### config.mk
export PLATFORM = sky130hd
export DESIGN_NAME = ov7670_capture
export DESIGN_NICKNAME = d
export VERILOG_FILES = /design/src/rtl/ov7670_capture.sv
export SDC_FILE = /design/constraint.sdc
export NUM_CORES = 1
export LEC_CHECK = 0
export BUFFER_PORTS_ARGS = -buffer_cell sky130_fd_sc_hd__buf_2
export CELL_PAD_IN_SITES_DETAIL_PLACEMENT = 1
export CELL_PAD_IN_SITES_GLOBAL_PLACEMENT = 2
export CORE_MARGIN = 5
export CORE_UTILIZATION = 35
export DETAILED_ROUTE_END_ITERATION = 6
export GPL_TIMING_DRIVEN = 0
export PLACE_DENSITY = 0.69
export SLEW_MARGIN = 20
export SYNTH_ARGS = -nofsm -noshare
export SYNTH_HDL_FRONTEND = slang
export SYNTH_SLANG_ARGS = --single-unit
### constraint.sdc
create_clock -name clk_in -period 5.1 [get_ports clk_in]
set_input_delay 0.255 -clock clk_in [delete_from_list [all_inputs] [get_ports clk_in]]
set_output_delay 0.255 -clock clk_in [all_outputs]
set_load 0.05 [all_outputs]
### src/rtl/ov7670_capture.sv
// rtl/ov7670_capture.sv - OV7670 DVP pixel capture: oversampled camera bus to RGB565 pixel stream
// Camera inputs are treated as data: 2-FF sync, registered edge events, then a single capture FSM.
module ov7670_capture #(
    parameter int H_ACTIVE    = 640,
    parameter int V_ACTIVE    = 480,
    parameter int SKIP_FRAMES = 2
) (
    input  logic        clk_in,
    input  logic        rst,
    input  logic        cfg_done,
    input  logic        cam_pclk,
    input  logic        cam_vsync,
    input  logic        cam_href,
    input  logic [7:0]  cam_data,
    output logic [15:0] pix_data,
    output logic        pix_valid,
    output logic [9:0]  pix_x,
    output logic [9:0]  pix_y,
    output logic        frame_start,
    output logic        frame_end,
    output logic [7:0]  frame_cnt,
    output logic        line_err
);

    localparam logic [9:0] H_MAX    = 10'(H_ACTIVE);
    localparam logic [9:0] V_MAX    = 10'(V_ACTIVE);
    localparam logic [3:0] SKIP_MAX = 4'(SKIP_FRAMES);

    typedef enum logic [1:0] {
        ST_IDLE,
        ST_SKIP,
        ST_CAPTURE
    } state_t;

    logic [2:0] pclk_sync_q;
    logic [2:0] vsync_sync_q;
    logic [2:0] href_sync_q;
    logic [7:0] data_s1_q;
    logic [7:0] data_s2_q;

    logic       pclk_rise_q;
    logic       vs_rise_q;
    logic       vs_fall_q;
    logic       href_fall_q;
    logic       href_lvl_q;
    logic [7:0] data_q;

    state_t     state_q;
    logic [9:0] x_q;
    logic [9:0] y_q;
    logic       phase_q;
    logic [7:0] hi_q;
    logic [3:0] skip_q;

    logic [15:0] pix_data_q;
    logic        pix_valid_q;
    logic [9:0]  pix_x_q;
    logic [9:0]  pix_y_q;
    logic        frame_start_q;
    logic        frame_end_q;
    logic [7:0]  frame_cnt_q;
    logic        line_err_q;

    // Index 0 is s1, 1 is s2, 2 is the edge-detect stage s3.
    always_ff @(posedge clk_in or negedge rst) begin
        if (!rst) begin
            pclk_sync_q  <= '0;
            vsync_sync_q <= '0;
            href_sync_q  <= '0;
            data_s1_q    <= '0;
            data_s2_q    <= '0;
            pclk_rise_q  <= 1'b0;
            vs_rise_q    <= 1'b0;
            vs_fall_q    <= 1'b0;
            href_fall_q  <= 1'b0;
            href_lvl_q   <= 1'b0;
            data_q       <= '0;
        end else begin
            pclk_sync_q  <= {pclk_sync_q[1:0], cam_pclk};
            vsync_sync_q <= {vsync_sync_q[1:0], cam_vsync};
            href_sync_q  <= {href_sync_q[1:0], cam_href};
            data_s1_q    <= cam_data;
            data_s2_q    <= data_s1_q;
            pclk_rise_q  <= pclk_sync_q[1] & ~pclk_sync_q[2];
            vs_rise_q    <= vsync_sync_q[1] & ~vsync_sync_q[2];
            vs_fall_q    <= ~vsync_sync_q[1] & vsync_sync_q[2];
            href_fall_q  <= ~href_sync_q[1] & href_sync_q[2];
            href_lvl_q   <= href_sync_q[1];
            data_q       <= data_s2_q;
        end
    end

    always_ff @(posedge clk_in or negedge rst) begin
        if (!rst) begin
            state_q       <= ST_IDLE;
            x_q           <= '0;
            y_q           <= '0;
            phase_q       <= 1'b0;
            hi_q          <= '0;
            skip_q        <= '0;
            pix_data_q    <= '0;
            pix_valid_q   <= 1'b0;
            pix_x_q       <= '0;
            pix_y_q       <= '0;
            frame_start_q <= 1'b0;
            frame_end_q   <= 1'b0;
            frame_cnt_q   <= '0;
            line_err_q    <= 1'b0;
        end else begin
            pix_valid_q   <= 1'b0;
            frame_start_q <= 1'b0;
            frame_end_q   <= 1'b0;
            if (!cfg_done) begin
                // Abort without a frame_end; frame_cnt and line_err survive.
                state_q <= ST_IDLE;
                x_q     <= '0;
                y_q     <= '0;
                phase_q <= 1'b0;
                skip_q  <= '0;
            end else begin
                case (state_q)
                    ST_IDLE: begin
                        state_q <= ST_SKIP;
                    end
                    ST_SKIP: begin
                        if (vs_fall_q) begin
                            if (skip_q == SKIP_MAX) begin
                                state_q       <= ST_CAPTURE;
                                frame_start_q <= 1'b1;
                                skip_q        <= '0;
                            end else begin
                                skip_q <= skip_q + 4'd1;
                            end
                        end
                    end
                    ST_CAPTURE: begin
                        if (vs_rise_q) begin
                            frame_end_q <= 1'b1;
                            frame_cnt_q <= frame_cnt_q + 8'd1;
                            x_q         <= '0;
                            y_q         <= '0;
                            phase_q     <= 1'b0;
                        end else if (vs_fall_q) begin
                            frame_start_q <= 1'b1;
                            x_q           <= '0;
                            y_q           <= '0;
                            phase_q       <= 1'b0;
                        end else if (href_fall_q) begin
                            if (x_q != H_MAX || phase_q) begin
                                line_err_q <= 1'b1;
                            end
                            x_q     <= '0;
                            phase_q <= 1'b0;
                            if (y_q != V_MAX) begin
                                y_q <= y_q + 10'd1;
                            end
                        end else if (pclk_rise_q && href_lvl_q) begin
                            phase_q <= ~phase_q;
                            if (!phase_q) begin
                                hi_q <= data_q;
                            end else begin
                                if (y_q < V_MAX && x_q < H_MAX) begin
                                    pix_valid_q <= 1'b1;
                                    pix_data_q  <= {hi_q, data_q};
                                    pix_x_q     <= x_q;
                                    pix_y_q     <= y_q;
                                end
                                if (x_q != H_MAX) begin
                                    x_q <= x_q + 10'd1;
                                end
                            end
                        end
                    end
                    default: begin
                        state_q <= ST_IDLE;
                    end
                endcase
            end
        end
    end

    assign pix_data    = pix_data_q;
    assign pix_valid   = pix_valid_q;
    assign pix_x       = pix_x_q;
    assign pix_y       = pix_y_q;
    assign frame_start = frame_start_q;
    assign frame_end   = frame_end_q;
    assign frame_cnt   = frame_cnt_q;
    assign line_err    = line_err_q;

endmodule

# After elaboration in Yosys (flattened, before gate mapping)

Cells that the tools add are included.

Flip-flop bits (word level): 121
Logic and storage cells: 117

$add $sub $neg: 4
Magnitude comparators: 2
Equal/unequal tests: 16
Muxes and demuxes: 45
Bitwise gates (word level): 12
Reduce and logical (&&, ||, !) cells: 13

Operators with widths:

| kind                                                   | number |
|---|---|
| two-way mux 10 bit                                     | 14 |
| two-way mux 1 bit                                      | 22 |
| adder 10 x 1 -> 10 bit, second input constant          | 2 |
| two-way mux 4 bit                                      | 4 |
| inequality test 5 x 1 -> 1 bit, second input constant  | 3 |
| < comparator 10 bit, second input constant             | 1 |
| < comparator 10 x 9 -> 1 bit, second input constant    | 1 |
| inequality test 10 bit, second input constant          | 1 |
| inequality test 10 x 9 -> 1 bit, second input constant | 1 |
| AND reduction 3 bit                                    | 3 |
| adder 8 x 1 -> 8 bit, second input constant            | 1 |
| inequality test 4 x 1 -> 1 bit, second input constant  | 2 |
| inverter 1 bit                                         | 8 |
| AND reduction 8 bit                                    | 1 |
| AND reduction 7 bit                                    | 1 |
| two-way mux 2 bit                                      | 3 |
| inequality test 2 x 1 -> 1 bit, second input constant  | 3 |
| inequality test 3 bit, second input constant           | 2 |
| one-hot mux 2 bit (3 select lines)                     | 1 |
| AND reduction 6 bit                                    | 1 |
| adder 4 x 1 -> 4 bit, second input constant            | 1 |
| bitwise AND 1 bit                                      | 4 |
| equality test 4 x 2 -> 1 bit, second input constant    | 1 |
| AND reduction 2 bit                                    | 2 |
| other kinds (8)                                        | 9 |

# Longest topological paths before layout

Gate-level depths: netlist of the first run.

Word-level depth: 10
Mapped depth: 8
Gate-level depth less buffers: 7

# Worst setup path after synthesis of the first run

Ideal clock, no wire load.

Kind: register to register
Start point: register vs_fall_q
End point: register pix_y_q[6], in the netlist pix_y[6]
Arrival: 2.015 ns
Setup slack: 2.957 ns
Stages on the path, launching flop included: 6
Buffers on the path: 1
Clock period less this slack: 2.143 ns
Path through: dfrtp_1 -> or4b_4 -> or3_4 -> nor2_8 -> buf_6 -> mux2_1

Longest elaborated chain between the ends: 2

Ends and longest elaborated chain:

| what                                 | line | source |
|---|---|---|
| start: declaration                   | 43   | `logic vs_fall_q;` |
| start signal: assignment             | 86   | `vs_fall_q <= ~vsync_sync_q[1] & vsync_sync_q[2];` |
| inverter 1 bit (no source line)      | n/a  |  |
| AND reduction 8 bit (no source line) | n/a  |  |
| end signal: assignment               | 166  | `pix_y_q <= y_q;` |
| end: declaration                     | 58   | `logic [9:0] pix_y_q;` |

Every way passes these cells.
A chain may end at the register's enable or synchronous reset.

# Worst setup path in the final report of the first run

Start point: register vs_fall_q
End point: register pix_x_q[8], in the netlist pix_x[8]

Longest elaborated chain between the ends: 2

Ends and longest elaborated chain:

| what                                 | line | source |
|---|---|---|
| inverter 1 bit (no source line)      | n/a  |  |
| AND reduction 8 bit (no source line) | n/a  |  |
| end signal: assignment               | 165  | `pix_x_q <= x_q;` |
| end: declaration                     | 57   | `logic [9:0] pix_x_q;` |

Every way passes these cells.

==> flow_summary_export.csv, run 1 <==
group,metric,value,unit
status,status,"complete, no violations",
worst_setup_path,worstSetupPathDepth,5,
die,pin_count,62,
synthesis,ys_types,46,
timing,hold_viol,0,
timing,slew_headroom,44.07,%
power_and_ir_drop,peakVddDrop,0.3087,mV
timing,setup_ws,2.751,ns
synthesis,syn_nets,371,
worst_setup_path,crit_path_start_kind,"register",
synthesis,yosysTopAreaCell,"dfrtp_1",
cells_and_area,area_delta_synth_final,27.58,%
power_and_ir_drop,powerDensity,420.8,nW/um^2
synthesis,synth_compound_area_share,6.676,%
synthesis,synthMuxAreaShare,11.21,%
synthesis,yosysSeqAreaShare,64.09,%
timing,setup-tns-final,0,ns
place,io_buffers,61,
timing,setup_viol,0,
synthesis,yosys_warnings,0,
die,die_h,125.7,um
worst_setup_path,cp-endpoint,"pix_x[8]",
synthesis,synthSimpleGateAreaFrac,11.27,%
synthesis,async_flop_share,100.0,%
clocking,path_clk_slew,0.05,ns
worst_setup_path,crit_fanout,10,
die,rows,42,
worst_setup_path,path_buf_inv,1,
clocking,cts_max_path_buffers,2,
worst_setup_path,required,5.39,ns
synthesis,avgSynthCellArea,13.54,um^2
worst_setup_path,worstPathCellList,"or4b_4 > or3_4 > nor2_8 > buf_6 > mux2_1",
global_routing,gr-usage-all-layers,13.56,%
drt,route.detailed.drc,0,
synthesis,synth-seq-cells,120,
global_routing,antenna_found_initial,0,
timing,post-route-period-util,46.06,%
drt,drt_iter0_drc,99,
clocking,cts_tree,"built",
cells_and_area,final_util,45.32,%
clocking,cts_resized,0,
timing,tightest_slew,0.8367,ns
global_routing,grt_first_pass_wirelength,17150,um
drt,vias_per_cell,4.732,
cells_and_area,fin_nets,464,
timing,fin_crit,2.349,ns
timing,rsz0062_at_grt,"false",
place,dp_hpwl,6546,um
synthesis,syn_inst,346,
timing,max_freq,0.4257,GHz
drt,ant_nets,0,
min_path,hold_class,"input port to register",
global_routing,grt-ovfl-total,0,
worst_setup_path,cp-startpoint,"vs_fall_q",
worst_setup_path,r2r_end,"pix_x[8]",
timing,finClkSkew,0.004700,ns
worst_setup_path,crit_path_max_incr_delay,0.58,ns
die,initial_core_util,35.52,%
clocking,cts_root_buffer,"clkbuf_16",
drt,post_drt_wl_per_cell,15.43,um
synthesis,yosysMostFrequentCell,"dfrtp_1",
synthesis,synthTopCellsByCount,"dfrtp_1, mux2_1, nand2_1, o21ai_0, nor2_1",
worst_setup_path,r2r_cells,5,
clocking,cts_inserted_buffers,17,
cells_and_area,final_cells,628,
global_routing,grt_max_degree,76,
clocking,clk-insertion-delay-late,0.41,ns
clocking,post_cts_buffers,0,
place,gp_congestion,0.7825,
synthesis,synth_xor_area_share,1.869,%
flow_run,max_cap_violations,0,
synthesis,synth_top_area_share,64.09,%
synthesis,ys.flop_type,"dfrtp_1",
cells_and_area,design_area,5978,um^2
clocking,h-tree-depth,4,
die,dieArea,15800,um^2
cells_and_area,drive_above_1_share,26.99,%
die,die_x,125.7,um
power_and_ir_drop,leakage,2.978,nW
worst_setup_path,path_delay_family,"simple AND/OR/NAND/NOR gates",
synthesis,synth_area_leaders,"dfrtp_1, mux2_1, ha_1, mux2_2, o21ai_0",
worst_setup_path,r2r-start,"vs_fall_q",
worst_setup_path,r2r_slack,2.75,ns
worst_setup_path,cp.arrival,2.64,ns
place,pre_cts_ws,2.737,ns
worst_setup_path,slowest_stage,"or4b_4",
synthesis,synthAdderAreaFrac,2.937,%
timing,drv_slew,0,
synthesis,synth_top_family_by_area,"simple AND/OR/NAND/NOR gates",
worst_setup_path,crit_type,"register to register",
clocking,holdBufCountCts,12,
synthesis,synth_edf_count,0,
cells_and_area,antennaDiodeCount,0,
clocking,cts_sinks,120,
die,core_area,13190,um^2
worst_setup_path,endpoint_kind,"register",
drt,via_count,2972,
place,placed_cell_area,5245,um^2
drt,dr.pass1.iters,4,
global_routing,grt_pass1_vias,3344,
synthesis,netlist_area,4686,um^2
place,placedCellCount,584,
drt,detail_route.wirelength,9693,um
==> layer usage <==
layer	wire [um]	track usage, %
met3	433	4.191
met2	4726	21.43
met1	4340	17.26
met5	0	0
met4	193	5.931
==> sequential cells by signal, indices dropped and copies added, names as in the netlist, 4 cells and up <==
name       cells
hi_q           8
frame_cnt      8
pix_y         10
pix_x         10
skip_q         4
y_q           10
data_s1_q      8
data_s2_q      8
data_q         8
x_q           10
pix_data      16
==> where the power goes <==
part | internal [W] | switching (W) | leakage, nW | total (W)
Sequential | 0.00101 | 0.0000476 | 1.58 | 0.00106
Clock | 0.000783 | 0.000434 | 0.289 | 0.00122
Combinational | 0.0000915 | 0.000149 | 1.11 | 0.000240
==> layout make-up <==
cell class                      instances  area (um^2)
Tap cell                              176        220.2
Timing Repair Buffer                   74        459.2
Clock buffer                           18        439.2
Multi-Input combinational cell        208         1592
Fill cell                            1360         7212
Sequential cell                       120         3003
Buffer                                  8        53.80
Inverter                               10        37.54
Clock inverter                         14        173.9
==> worst min-delay path by stage <==
stage / cells after the start / end / startpoint / slack [ns]
3_5_place_dp: 1 / pix_y[8] / rst / 0.34
3_3_place_gp: 0 / data_s2_q[0] / data_s1_q[0] / 0.33
6_report: 3 / skip_q[2] / cfg_done / 0.33
2_1_floorplan: 0 / data_q[0] / rst / -0.04
4_1_cts: 3 / skip_q[2] / cfg_done / 0.32
5_1_grt: 3 / skip_q[2] / cfg_done / 0.34
==> placed cells by master, fill, tap and decap left out, types with 5 or more instances in the layout <==
cell / Yosys / layout
nor3_1: 5 / 5
mux2_2: 12 / 12
nand4_1: 6 / 6
nor2b_1: 13 / 13
xnor2_1: 7 / 7
inv_1: 10 / 10
o21ai_0: 18 / 18
dfrtp_1: 120 / 120
clkbuf_16: 0 / 17
dlygate4sd3_1: 0 / 12
ha_1: 11 / 11
nand2_1: 21 / 21
buf_2: 1 / 61
mux2_1: 32 / 32
a21oi_1: 10 / 10
nor2_1: 15 / 15
nand3_1: 11 / 11
==> cells by family (layout without fill, tap and decap cells) <==
kind of cell	after synthesis	count (layout)
DFF	120	120
and+or+nand+nor	91	91
AOI/OAI and AO/OA	49	49
muxes	47	47
buffers and inverters	18	124
adders and majority gates	11	11
xor gates and xnor gates	10	10
==> metrics by stage <==
step / total power (W) / hold WS, ns
CTS: 0.002562 / 0.3172
global route: 0.002639 / 0.3353
detailed placement: 0.001312 / 0.3363
global placement: 0.001297 / 0.3310
floorplan: 0.001222 / -0.04059
finish: 0.002515 / 0.3341
==> tightest hold or removal path: stages <==
cell	delay, ns
buf_2	0.12
buf_2	0.18
nor2b_1	0.14
Note: power is estimated with default switching activity, not from simulation.
==> inputs of run 2 (changes only) <==
--- a/config.mk
+++ b/config.mk
@@ -5,14 +5,15 @@
 export SDC_FILE = /design/constraint.sdc
 export NUM_CORES = 1
 export LEC_CHECK = 0
+export ABC_AREA = 1
 export BUFFER_PORTS_ARGS = -buffer_cell sky130_fd_sc_hd__buf_2
 export CELL_PAD_IN_SITES_DETAIL_PLACEMENT = 1
 export CELL_PAD_IN_SITES_GLOBAL_PLACEMENT = 2
 export CORE_MARGIN = 5
-export CORE_UTILIZATION = 35
+export CORE_UTILIZATION = 33
 export DETAILED_ROUTE_END_ITERATION = 6
 export GPL_TIMING_DRIVEN = 0
-export PLACE_DENSITY = 0.69
+export PLACE_DENSITY = 0.73
 export SLEW_MARGIN = 20
 export SYNTH_ARGS = -nofsm -noshare
 export SYNTH_HDL_FRONTEND = slang
==> constraint.sdc (replaced) <==
create_clock -name clk_in -period 2 [get_ports clk_in]
set_input_delay 0.1 -clock clk_in [delete_from_list [all_inputs] [get_ports clk_in]]
set_output_delay 0.1 -clock clk_in [all_outputs]
set_load 0.05 [all_outputs]
==> flow_summary_export.csv, run 2 <==
group,metric,value,unit
die,pin_count,62,
synthesis,avgSynthCellArea,10.04,um^2
worst_setup_path,endpoint_kind,"register",
drt,post_drt_wl_per_cell,15.12,um
worst_setup_path,crit_path_start_kind,"register",
timing,setup_ws,0.1592,ns
drt,wl_met2,6131,um
place,placedCellCount,759,
global_routing,grt_pass1_vias,4098,
die,rows,45,
clocking,cts_inserted_buffers,17,
drt,wl_met1,5447,um
timing,hold_viol,0,
cells_and_area,final_cells,804,
drt,top_layer,"met4",
die,core_area,15200,um^2
clocking,cts_sinks,120,
timing,drv_slew,0,
global_routing,grt-ovfl-total,0,
drt,ant_nets,0,
synthesis,yosysMostFrequentCell,"nand2_1",
power_and_ir_drop,peakVddDrop,0.5358,mV
synthesis,yosysSeqAreaShare,58.64,%
timing,max_freq,0.5432,GHz
synthesis,async_flop_share,100.0,%
clocking,h-tree-depth,4,
place,io_buffers,60,
die,dieArea,18110,um^2
power_and_ir_drop,powerDensity,1004,nW/um^2
timing,post-route-period-util,92.04,%
die,initial_core_util,33.69,%
clocking,cts_max_path_buffers,2,
global_routing,grt_max_degree,72,
drt,met3_length,401,um
cells_and_area,antennaDiodeCount,0,
synthesis,synthTopCellsByCount,"nand2_1, dfrtp_1, inv_1, nor2_1, o21ai_2",
synthesis,synth_top_area_share,58.64,%
cells_and_area,fin_nets,628,
min_path,hold_class,"input port to asynchronous set/reset pin",
power_and_ir_drop,leakage,3.195,nW
worst_setup_path,crit_fanout,10,
drt,via_count,3723,
synthesis,yosys_warnings,0,
drt,dr.pass1.iters,4,
synthesis,ys_types,33,
timing,setup_viol,0,
worst_setup_path,required,2.31,ns
cells_and_area,fill_cells,1740,
status,status,"complete, no violations",
clocking,cts_root_buffer,"clkbuf_16",
synthesis,synth-seq-cells,120,
timing,slew_headroom,67.40,%
place,dp_hpwl,8717,um
cells_and_area,layout_common_cells,"nand2_1, dfrtp_1, buf_2, inv_1, nor2_1",
synthesis,ys.flop_type,"dfrtp_1",
cells_and_area,area_delta_synth_final,25.48,%
clocking,path_clk_slew,0.06,ns
cells_and_area,drive_above_1_share,27.76,%
drt,vias_per_cell,4.631,
timing,finClkSkew,0.009467,ns
timing,rsz0062_at_grt,"false",
timing,tightest_slew,0.4891,ns
place,pre_cts_ws,0.08151,ns
worst_setup_path,crit_type,"register to register",
cells_and_area,multi_input_area,1767,um^2
synthesis,syn_inst,510,
global_routing,gr-usage-all-layers,14.67,%
synthesis,synth_edf_count,0,
cells_and_area,largest_reg_flops,16,
worst_setup_path,r2r_slack,0.16,ns
global_routing,antenna_found_initial,0,
drt,route.detailed.drc,0,
timing,fin_crit,1.841,ns
worst_setup_path,cp.arrival,2.15,ns
synthesis,synth_area_leaders,"dfrtp_1, nand2_1, o21ai_2, inv_1, nor2_1",
cells_and_area,regArea,3003,um^2
die,die_x,134.6,um
drt,drt_iter0_drc,102,
flow_run,max_cap_violations,0,
clocking,clk-insertion-delay-late,0.42,ns
synthesis,netlist_area,5121,um^2
drt,detail_route.wirelength,12160,um
place,gp_congestion,0.7583,
die,die_h,134.6,um
cells_and_area,final_common_cell,"nand2_1",
clocking,cts_tree,"built",
synthesis,yosysTopAreaCell,"dfrtp_1",
synthesis,syn_nets,535,
cells_and_area,final_util,42.27,%
global_routing,grt_first_pass_wirelength,20800,um
==> run 2: critical path: stages, from the launching register on <==
cell and delay (ns):
dfrtp_1 0.40, inv_1 0.12, ha_2 0.25, inv_2 0.06
nor2_2 0.14, nand4_1 0.15, nor2_4 0.16, nand2_4 0.13
buf_6 0.18, nand2_1 0.08, o21ai_2 0.05
==> run 2: final timing paths <==
check,start,end,cells past startpoint
min in group clk_in,cam_data[0],data_s1_q[0],2
hold reg to reg,data_s2_q[6],data_q[6],0
setup reg to reg,state_q[0],pix_y[4],10
setup / recovery,state_q[0],pix_y[4],10
max in group asynchronous,rst,frame_cnt[7],3
hold / removal,rst,pix_data[8],2
==> run 2: per-stage QoR <==
stage | instance area (um^2) | hold WS, ns | total power, W | setup TNS, ns
after global routing | 6426 | 0.2332 | 0.006756 | 0
after global placement | 5657 | 0.2078 | 0.003363 | -86.10
after CTS | 6416 | 0.1902 | 0.006541 | 0
final | 6426 | 0.1814 | 0.006449 | 0
after detailed placement | 5690 | 0.07971 | 0.003417 | 0
after floorplan | 5121 | -0.1956 | 0.003174 | 0
==> run 2: power by group <==
group	internal, W	leakage, nW	switching (W)
combinational	0.000222	1.35	0.000500
clock	0.00191	0.292	0.00115
sequential	0.00257	1.55	0.0000952
==> run 2: timing repair <==
| action | in CTS | in global routing |
|---|---|---|
| endpoints found under the hold margin | 64 | 0 |
| setup buffers | 0 | 0 |
| hold buffers | 13 | 0 |
| resized for setup | 0 | 3 |
| endpoints found under the setup margin | 0 | 35 |
==> run 2: layout make-up <==
class | instances | area share [%]
clock inverter | 12 | 2.161
sequential | 120 | 46.73
clock buffer | 20 | 7.107
tap | 188 | 3.660
multi-input combinational | 315 | 27.49
inverter | 65 | 4.030
timing repair buffer | 74 | 7.224
buffer | 10 | 1.597
==> run 2: per-layer routing <==
metal / track usage, % / vias to the layer above
met5: 0 / -
met3: 4.359 / 13
met2: 24.27 / 48
met4: 5.430 / 0
met1: 18.21 / 1849
li1: - / 1813
==> run 2: cell families (layout without fill, tap and decap cells) <==
kind of cell	count (synthesis)	count (layout)	synth area share, %
adder cells (fa/ha/maj)	11	11	2.687
buffers and inverters	75	181	7.012
XOR/XNOR	8	8	1.368
AO/OA/AOI/OAI	62	62	8.478
flip-flops	120	120	58.64
AND/OR/NAND/NOR	234	234	21.82
